File: config.mk
export PLATFORM = sky130hd
export DESIGN_NAME = cmsdk_ahb_qos_arbiter
export DESIGN_NICKNAME = d
export VERILOG_FILES = /design/src/rtl/cmsdk_ahb_qos_arbiter.sv
export SDC_FILE = /design/constraint.sdc
export NUM_CORES = 1
export LEC_CHECK = 0
export ABC_AREA = 1
export BUFFER_PORTS_ARGS = -buffer_cell sky130_fd_sc_hd__buf_4
export CAP_MARGIN = 20
export CELL_PAD_IN_SITES_DETAIL_PLACEMENT = 1
export CELL_PAD_IN_SITES_GLOBAL_PLACEMENT = 2
export CORE_AREA = 2 2 95 97
export CTS_CLUSTER_SIZE = 12
export DETAILED_ROUTE_END_ITERATION = 10
export DIE_AREA = 0 0 97 99
export PLACE_DENSITY = 0.84
export RECOVER_POWER = 25
export SETUP_SLACK_MARGIN = 0.2
export SKIP_LAST_GASP = 1
export SLEW_MARGIN = 15
export SYNTH_ARGS = -nofsm -noshare
export SYNTH_HDL_FRONTEND = slang
export SYNTH_SLANG_ARGS = --single-unit
File: constraint.sdc
create_clock -name HCLK -period 4 [get_ports HCLK]
set_input_delay 0 -clock HCLK [delete_from_list [all_inputs] [get_ports HCLK]]
set_output_delay 0 -clock HCLK [all_outputs]
set_load 0.05 [all_outputs]
File: src/rtl/cmsdk_ahb_qos_arbiter.sv
// QoS output-stage arbiter for one bus-matrix slave port.
// Picks which of four input ports owns the address phase, using per-port
// priority, round-robin tie-break and starvation counters, while never
// breaking a fixed-length burst or a locked sequence.
module cmsdk_ahb_qos_arbiter #(
    parameter int STARVE_LIMIT = 15
) (
    input  logic       HCLK,
    input  logic       HRESET,
    input  logic [3:0] req,
    input  logic [7:0] prio_cfg,
    input  logic       HREADYM,
    input  logic       HSELM,
    input  logic [1:0] HTRANSM,
    input  logic [2:0] HBURSTM,
    input  logic       HMASTLOCKM,
    output logic [1:0] addr_in_port,
    output logic       no_port,
    output logic [3:0] urgent
);

    localparam logic [3:0] LIMIT = 4'(STARVE_LIMIT);

    localparam logic [1:0] TRANS_IDLE   = 2'b00;
    localparam logic [1:0] TRANS_NONSEQ = 2'b10;
    localparam logic [1:0] TRANS_SEQ    = 2'b11;

    logic [1:0] addr_reg, addr_next;
    logic       no_port_reg, no_port_next;
    logic [3:0] urgent_reg, urgent_next;
    logic [3:0] remain_reg, remain_next;
    logic       hold_reg, hold_next;
    logic [3:0] wait_reg  [4];
    logic [3:0] wait_next [4];

    logic [1:0] port_prio [4];
    logic [1:0] max_prio;
    logic [3:0] prio_match;
    logic [3:0] compete;
    logic [1:0] scan_start;
    logic [1:0] pick;
    logic       pick_found;
    logic       freeze;

    assign addr_in_port = addr_reg;
    assign no_port      = no_port_reg;
    assign urgent       = urgent_reg;

    // Burst beat tracker: remaining SEQ beats and whether the grant is pinned
    always_comb begin
        remain_next = remain_reg;
        hold_next   = hold_reg;
        if (!HSELM || HTRANSM == TRANS_IDLE) begin
            remain_next = 4'd0;
            hold_next   = 1'b0;
        end else if (HTRANSM == TRANS_NONSEQ) begin
            case (HBURSTM)
                3'b010, 3'b011: begin remain_next = 4'd3;  hold_next = 1'b1; end
                3'b100, 3'b101: begin remain_next = 4'd7;  hold_next = 1'b1; end
                3'b110, 3'b111: begin remain_next = 4'd15; hold_next = 1'b1; end
                default:        begin remain_next = 4'd0;  hold_next = 1'b0; end
            endcase
        end else if (HTRANSM == TRANS_SEQ) begin
            if (remain_reg == 4'd0) begin
                hold_next = 1'b0;
            end else begin
                remain_next = remain_reg - 4'd1;
                // The final beat of a burst releases the grant on its own edge
                if (remain_reg == 4'd1) begin
                    hold_next = 1'b0;
                end
            end
        end
        // BUSY leaves the tracker untouched
    end

    assign freeze = HMASTLOCKM || hold_next;

    generate
        for (genvar gi = 0; gi < 4; gi++) begin : g_prio
            assign port_prio[gi]  = prio_cfg[2*gi +: 2];
            assign prio_match[gi] = req[gi] && (port_prio[gi] == max_prio);
        end
    endgenerate

    // Highest priority level among the current requesters
    always_comb begin
        max_prio = 2'd0;
        for (int i = 0; i < 4; i++) begin
            if (req[i] && (port_prio[i] > max_prio)) begin
                max_prio = port_prio[i];
            end
        end
    end

    // Urgent requesters pre-empt the priority levels entirely
    assign compete    = (|(req & urgent_reg)) ? (req & urgent_reg) : prio_match;
    assign scan_start = no_port_reg ? 2'd0 : 2'(addr_reg + 2'd1);

    // Round-robin scan of the competing set starting after the current owner
    always_comb begin
        pick       = 2'd0;
        pick_found = 1'b0;
        for (int k = 0; k < 4; k++) begin
            if (!pick_found && compete[2'(scan_start + 2'(k))]) begin
                pick       = 2'(scan_start + 2'(k));
                pick_found = 1'b1;
            end
        end
    end

    // Grant decision; with no requester the current owner stays parked if selected
    always_comb begin
        addr_next    = addr_reg;
        no_port_next = no_port_reg;
        if (!freeze) begin
            if (pick_found) begin
                addr_next    = pick;
                no_port_next = 1'b0;
            end else if (no_port_reg || !HSELM) begin
                no_port_next = 1'b1;
            end
        end
    end

    generate
        for (genvar gi = 0; gi < 4; gi++) begin : g_wait
            // Starvation counter: cleared when idle or granted, else saturating count
            always_comb begin
                if (!req[gi] || (!no_port_next && addr_next == 2'(gi))) begin
                    wait_next[gi] = 4'd0;
                end else if (wait_reg[gi] >= LIMIT) begin
                    wait_next[gi] = LIMIT;
                end else begin
                    wait_next[gi] = wait_reg[gi] + 4'd1;
                end
                urgent_next[gi] = (wait_next[gi] == LIMIT);
            end
        end
    endgenerate

    // State registers; reset wins over the HREADYM qualifier
    always_ff @(posedge HCLK) begin
        if (HRESET) begin
            addr_reg    <= 2'd0;
            no_port_reg <= 1'b1;
            urgent_reg  <= 4'd0;
            remain_reg  <= 4'd0;
            hold_reg    <= 1'b0;
            for (int i = 0; i < 4; i++) begin
                wait_reg[i] <= 4'd0;
            end
        end else if (HREADYM) begin
            addr_reg    <= addr_next;
            no_port_reg <= no_port_next;
            urgent_reg  <= urgent_next;
            remain_reg  <= remain_next;
            hold_reg    <= hold_next;
            for (int i = 0; i < 4; i++) begin
                wait_reg[i] <= wait_next[i];
            end
        end
    end

endmodule

Word-level counts from Yosys, hierarchy flattened

Memory sizes are Yosys's and may differ from the RTL's.
Index checks and enable logic that the tools add are counted.

Memories: 1
Flip-flop bits (word level): 12
Memory bits (writable): 16
Output and inout port bits: 7
Input port bits: 22
Logic and storage cells: 149

Memories:

| memory   | words | width | read ports | clocked after Yosys merged registers in | wr ports | RTL line | RTL |
|---|---|---|---|---|---|---|---|
| wait_reg | 4     | 4     | 4          | 0                                       | 4        | 33       | `logic [3:0] wait_reg [4];` |

$lt $le $gt $ge: 12
Equal/unequal tests: 21
Reductions and logical operators: 41
Add/subtract/negate cells: 9
Multiplexer cells: 55
Bitwise operators: 5

Operators with widths:

| kind                                                                   | number |
|---|---|
| 4-bit 2-to-1 mux                                                       | 17 |
| 1-bit 2-to-1 mux                                                       | 22 |
| 2-bit 2-to-1 mux                                                       | 11 |
| 4-bit by 1-bit adder with 4-bit output (second input constant)         | 4 |
| 4-bit equality test (second input constant)                            | 4 |
| 4-bit greater-or-equal comparator (second input constant)              | 4 |
| 1-bit logical AND                                                      | 15 |
| 3-bit equality test (second input constant)                            | 4 |
| 2-bit by 3-bit < comparator with 1-bit output (second input constant)  | 4 |
| 4-bit case mux with 3 select lines                                     | 1 |
| 1-bit zero test                                                        | 9 |
| 1-bit binary-select mux with 2-bit select                              | 4 |
| 2-bit equality test                                                    | 4 |
| 2-bit equality test (second input constant)                            | 4 |
| 1-bit logical OR                                                       | 7 |
| 3-bit by 2-bit equality test with 1-bit output (second input constant) | 2 |
| 2-bit > comparator                                                     | 3 |
| 2-bit OR reduction                                                     | 3 |
| 6-bit OR reduction                                                     | 1 |
| 2-bit by 1-bit adder with 2-bit output (second input constant)         | 2 |
| 2-bit adder (second input constant)                                    | 2 |
| 4-bit AND                                                              | 1 |
| 4-bit by 1-bit equality test with 1-bit output (second input constant) | 1 |
| 2-bit zero test                                                        | 2 |
| 9 further kinds                                                        | 12 |

Logic depth before layout (Yosys ltp)

Depth in word-level cells: 34
Depth in mapped cells: 39
Depth with buffers taken out: 39

Worst setup path after synthesis

Ideal clock, no wire load.

Path type: input port to flip-flop
Start: input req[0]
End: memory wait_reg[3][0] (data pin)
Buffers on the path: 0
Stages on the path: 35
Arrival: 3.822 ns
Path slack: -0.084 ns
Library setup time: 0.261 ns
Required time: 3.739 ns
Path through: nand2_1 -> inv_1 -> ha_1 -> a21oi_4 -> nand2_2 -> nand2_1 -> nand2_1 -> ha_1 -> inv_2 -> o21bai_2 -> nand2_2 -> or2_1 -> nand2_1 -> ha_1 -> nand2_1 -> nand2_1 -> nor2_2 -> inv_1 -> or2_0 -> nand2_1 -> nor2_1 -> nor2_1 -> nand2_1 -> nand3_1 -> nand2_1 -> nor2_1 -> nor2_1 -> nand3_2 -> nand2_2 -> nand2_1 -> inv_2 -> nor2_2 -> nand3_2 -> nand2_1 -> a21oi_1

RTL lines:

| item               | RTL line | RTL |
|---|---|---|
| start: declaration | 10       | `input logic [3:0] req,` |
| end: declaration   | 33       |  |

==> impl_metrics.json <==
{
  "crit_path_max_fanout": 6,
  "fin_worst_skew_ns": 0.0100,
  "crit_arrival_ns": 4.13,
  "outcome": "complete, but fails checks",
  "drcViolationCount": 0,
  "critical_path.startpoint_type": "input port",
  "syn_area_um2": 2410,
  "totalWireLength_mm": 7.84,
  "crit_top_cell": "nand2_4",
  "hold_depth": 4,
  "cp.required_ns": 4.04,
  "final-hold-violation-count": 0,
  "swShare": 0.426,
  "rr_startpoint": "no_port",
  "diodes": 0,
  "powerDensity_nw_per_um2": 353,
  "grt_max_degree": 20,
  "die_area_um2": 9600,
  "die_h_um": 99,
  "tightest_slew_ns": 0.800,
  "cp.depth": 34,
  "synth.distinct_cells": 37,
  "hold_start": "HTRANSM[0]",
  "relSlewSlack": 0.462,
  "async_reset_ff_frac": 0,
  "via_per_inst": 4.95,
  "p_leak_nw": 1.65,
  "yosys_most_used_dff": "edfxtp_1",
  "clk_path_buf_depth": 2,
  "io_pins": 29,
  "wl_per_cell_um": 14.3,
  "antenna_found_initial": 0,
  "reg2reg_depth": 15,
  "drv_cap": 0,
  "synth_edf_count": 16,
  "ant_nets": 0,
  "grt_pass1_wl_mm": 12.9,
  "cts_tree": "built",
  "die_width_um": 97,
  "grt_pass1_vias": 2813,
  "dp_hpwl_mm": 5.78,
  "clkSlewWorstSetupHoldPaths_ns": 0.11,
  "synth_top_cell_area_share": 0.200,
  "critPathKind": "input port to flop",
  "grt.overflow.total": 0,
  "synth-seq-cells": 28,
  "port_buffers": 27,
  "setup_violations": 16,
  "grt_usage": 0.159,
  "cts_max_level": 1,
  "largest_reg_flops": 16,
  "dp_slack_ns": -0.402,
  "synth.cells.most_frequent": "75 x nand2_1, 58 x inv_1, 49 x nand3_1",
  "final_layout_size_suffix_gt1_frac": 0.375,
  "num_vias": 2714,
  "endpoint_kind": "flop",
  "cts_sinks": 28,
  "root_buffer": "clkbuf_8",
  "area_growth_pct": 48.8,
  "synth_warnings": 0,
  "syn-num-nets": 397,
  "power_mw": 1.26,
  "post-route-min-period_ns": 4.09,
  "path_delay_family": "simple AND/OR/NAND/NOR gates",
  "rows": 34,
  "p_clk_frac": 0.161,
  "cp_slowest_cell": "or2_4",
  "ir_worst_vdd_mv": 0.201,
  "synth-seq-area-share": 0.300,
  "cts_made_buffers": 3,
  "fin_area_um2": 3580,
  "worst-path-buf-inv": 4,
  "gp_congestion": 0.812,
  "hold_class": "input port to flop",
  "p_comb_frac": 0.564,
  "synth_area_leaders": "edfxtp_1 20%, nand2_1 12%, nand3_1 10%",
  "coreArea_um2": 8550,
  "slew_violations": 0,
  "place_area_um2": 3010,
  "fin_ws_ns": -0.0932,
  "synthMostInstantiatedCell": "nand2_1",
  "p_int_mw": 0.725,
  "drt_iter0_drc": 55,
  "finalCritPeriodShare": 1.02,
  "clk_latency_ns": 0.28,
  "first_pass_iters": 4,
  "startpoint": "req[0]",
  "nNetsFinal": 475,
  "rsz0062_at_grt": "true",
  "seqPwrFrac": 0.275,
  "avgSynthCellArea_um2": 6.63,
  "synth_top_area_cell": "edfxtp_1",
  "max_freq_ghz": 0.244,
  "initial_core_util": 0.281,
  "synth_cells": 363,
  "critPathMaxStageDelay_ns": 0.27,
  "switching_power_mw": 0.537,
  "violations": "negative setup slack"
}
path summary, 6_finish.rpt:
| check | endpoint | slack [ns] |
|---|---|---|
| max | wait_reg[0][1] | -0.09 |
| min | remain_reg[0] | 0.08 |
| max reg2reg | wait_reg[0][1] | 1.19 |
| min reg2reg | urgent[2] | 0.51 |
logic make-up after synthesis:
| family | synth area share |
|---|---|
| compound gates | 0.117 |
| simple gates | 0.423 |
| flops | 0.300 |
| fa+ha+maj | 0.0624 |
| buf+inv | 0.0983 |
worst min-delay path, cell delays in order:
cell and delay, ns:
buf_4 0.10, a21oi_1 0.07, nor2_1 0.10, a211oi_1 0.05
metrics by stage:
stage	utilization	cells	TNS [ns]	hold slack, ns
global route	0.419	548	-5.39	0.102
detailed placement	0.352	520	-6.40	0.221
floorplan	-	363	0	0.0785
global placement	0.352	520	-4.12	0.219
finish	0.419	548	-0.907	0.0767
CTS	0.397	539	0	0.0737
layout by cell type (no fill, tap or decap), types with 3 or more instances in the layout:
cell type / n
a21oi_1: 17
dfxtp_1: 12
buf_6: 5
clkbuf_8: 3
nor3_1: 9
nand3_2: 13
and3_4: 3
nor2_1: 34
ha_4: 5
nand4_1: 7
inv_2: 5
clkbuf_1: 5
edfxtp_1: 16
ha_1: 7
inv_1: 54
nand2_2: 20
buf_4: 61
nor2_4: 7
nand2_1: 51
inv_4: 4
nand3_1: 38
o21ai_0: 8
nand2_4: 14
a21oi_4: 3
nor2_2: 6
nand3_4: 3
cell type report:
type / instances / area, um^2
fillers: 1064 / 4970
multi-input cells: 272 / 1850
flip-flops and latches: 28 / 721
repair buffers: 73 / 563
inverters: 63 / 246
well taps: 108 / 135
clock buffers: 4 / 66.3
per-layer routing:
| metal | vias to the layer above | routed length (um) | track usage |
|---|---|---|---|
| li1 | 1356 | - | - |
| met1 | 1301 | 3540 | 0.201 |
| met2 | 47 | 4030 | 0.299 |
| met3 | 10 | 185 | 0.0149 |
| met4 | 0 | 88 | 0.0217 |
| met5 | - | 0 | 0 |
timing repair:
item | in CTS | in global routing
cloned | 0 | 0
endpoints found under the setup margin | 20 | 23
resized for setup | 47 | 35
hold endpoints to repair | 2 | 0
hold buffers | 1 | 0
pin swaps | 48 | 32
buffers inserted | 14 | 9
power groups by stage:
stage / Combinational, mW / Sequential (mW) / Clock (mW)
2_1_floorplan: 0.345 / 0.366 / 0
3_3_place_gp: 0.502 / 0.352 / 0
3_5_place_dp: 0.511 / 0.353 / 0
4_1_cts: 0.636 / 0.348 / 0.209
5_1_grt: 0.773 / 0.352 / 0.219
6_report: 0.711 / 0.348 / 0.203
No activity file was read; power rests on OpenSTA's default activity.
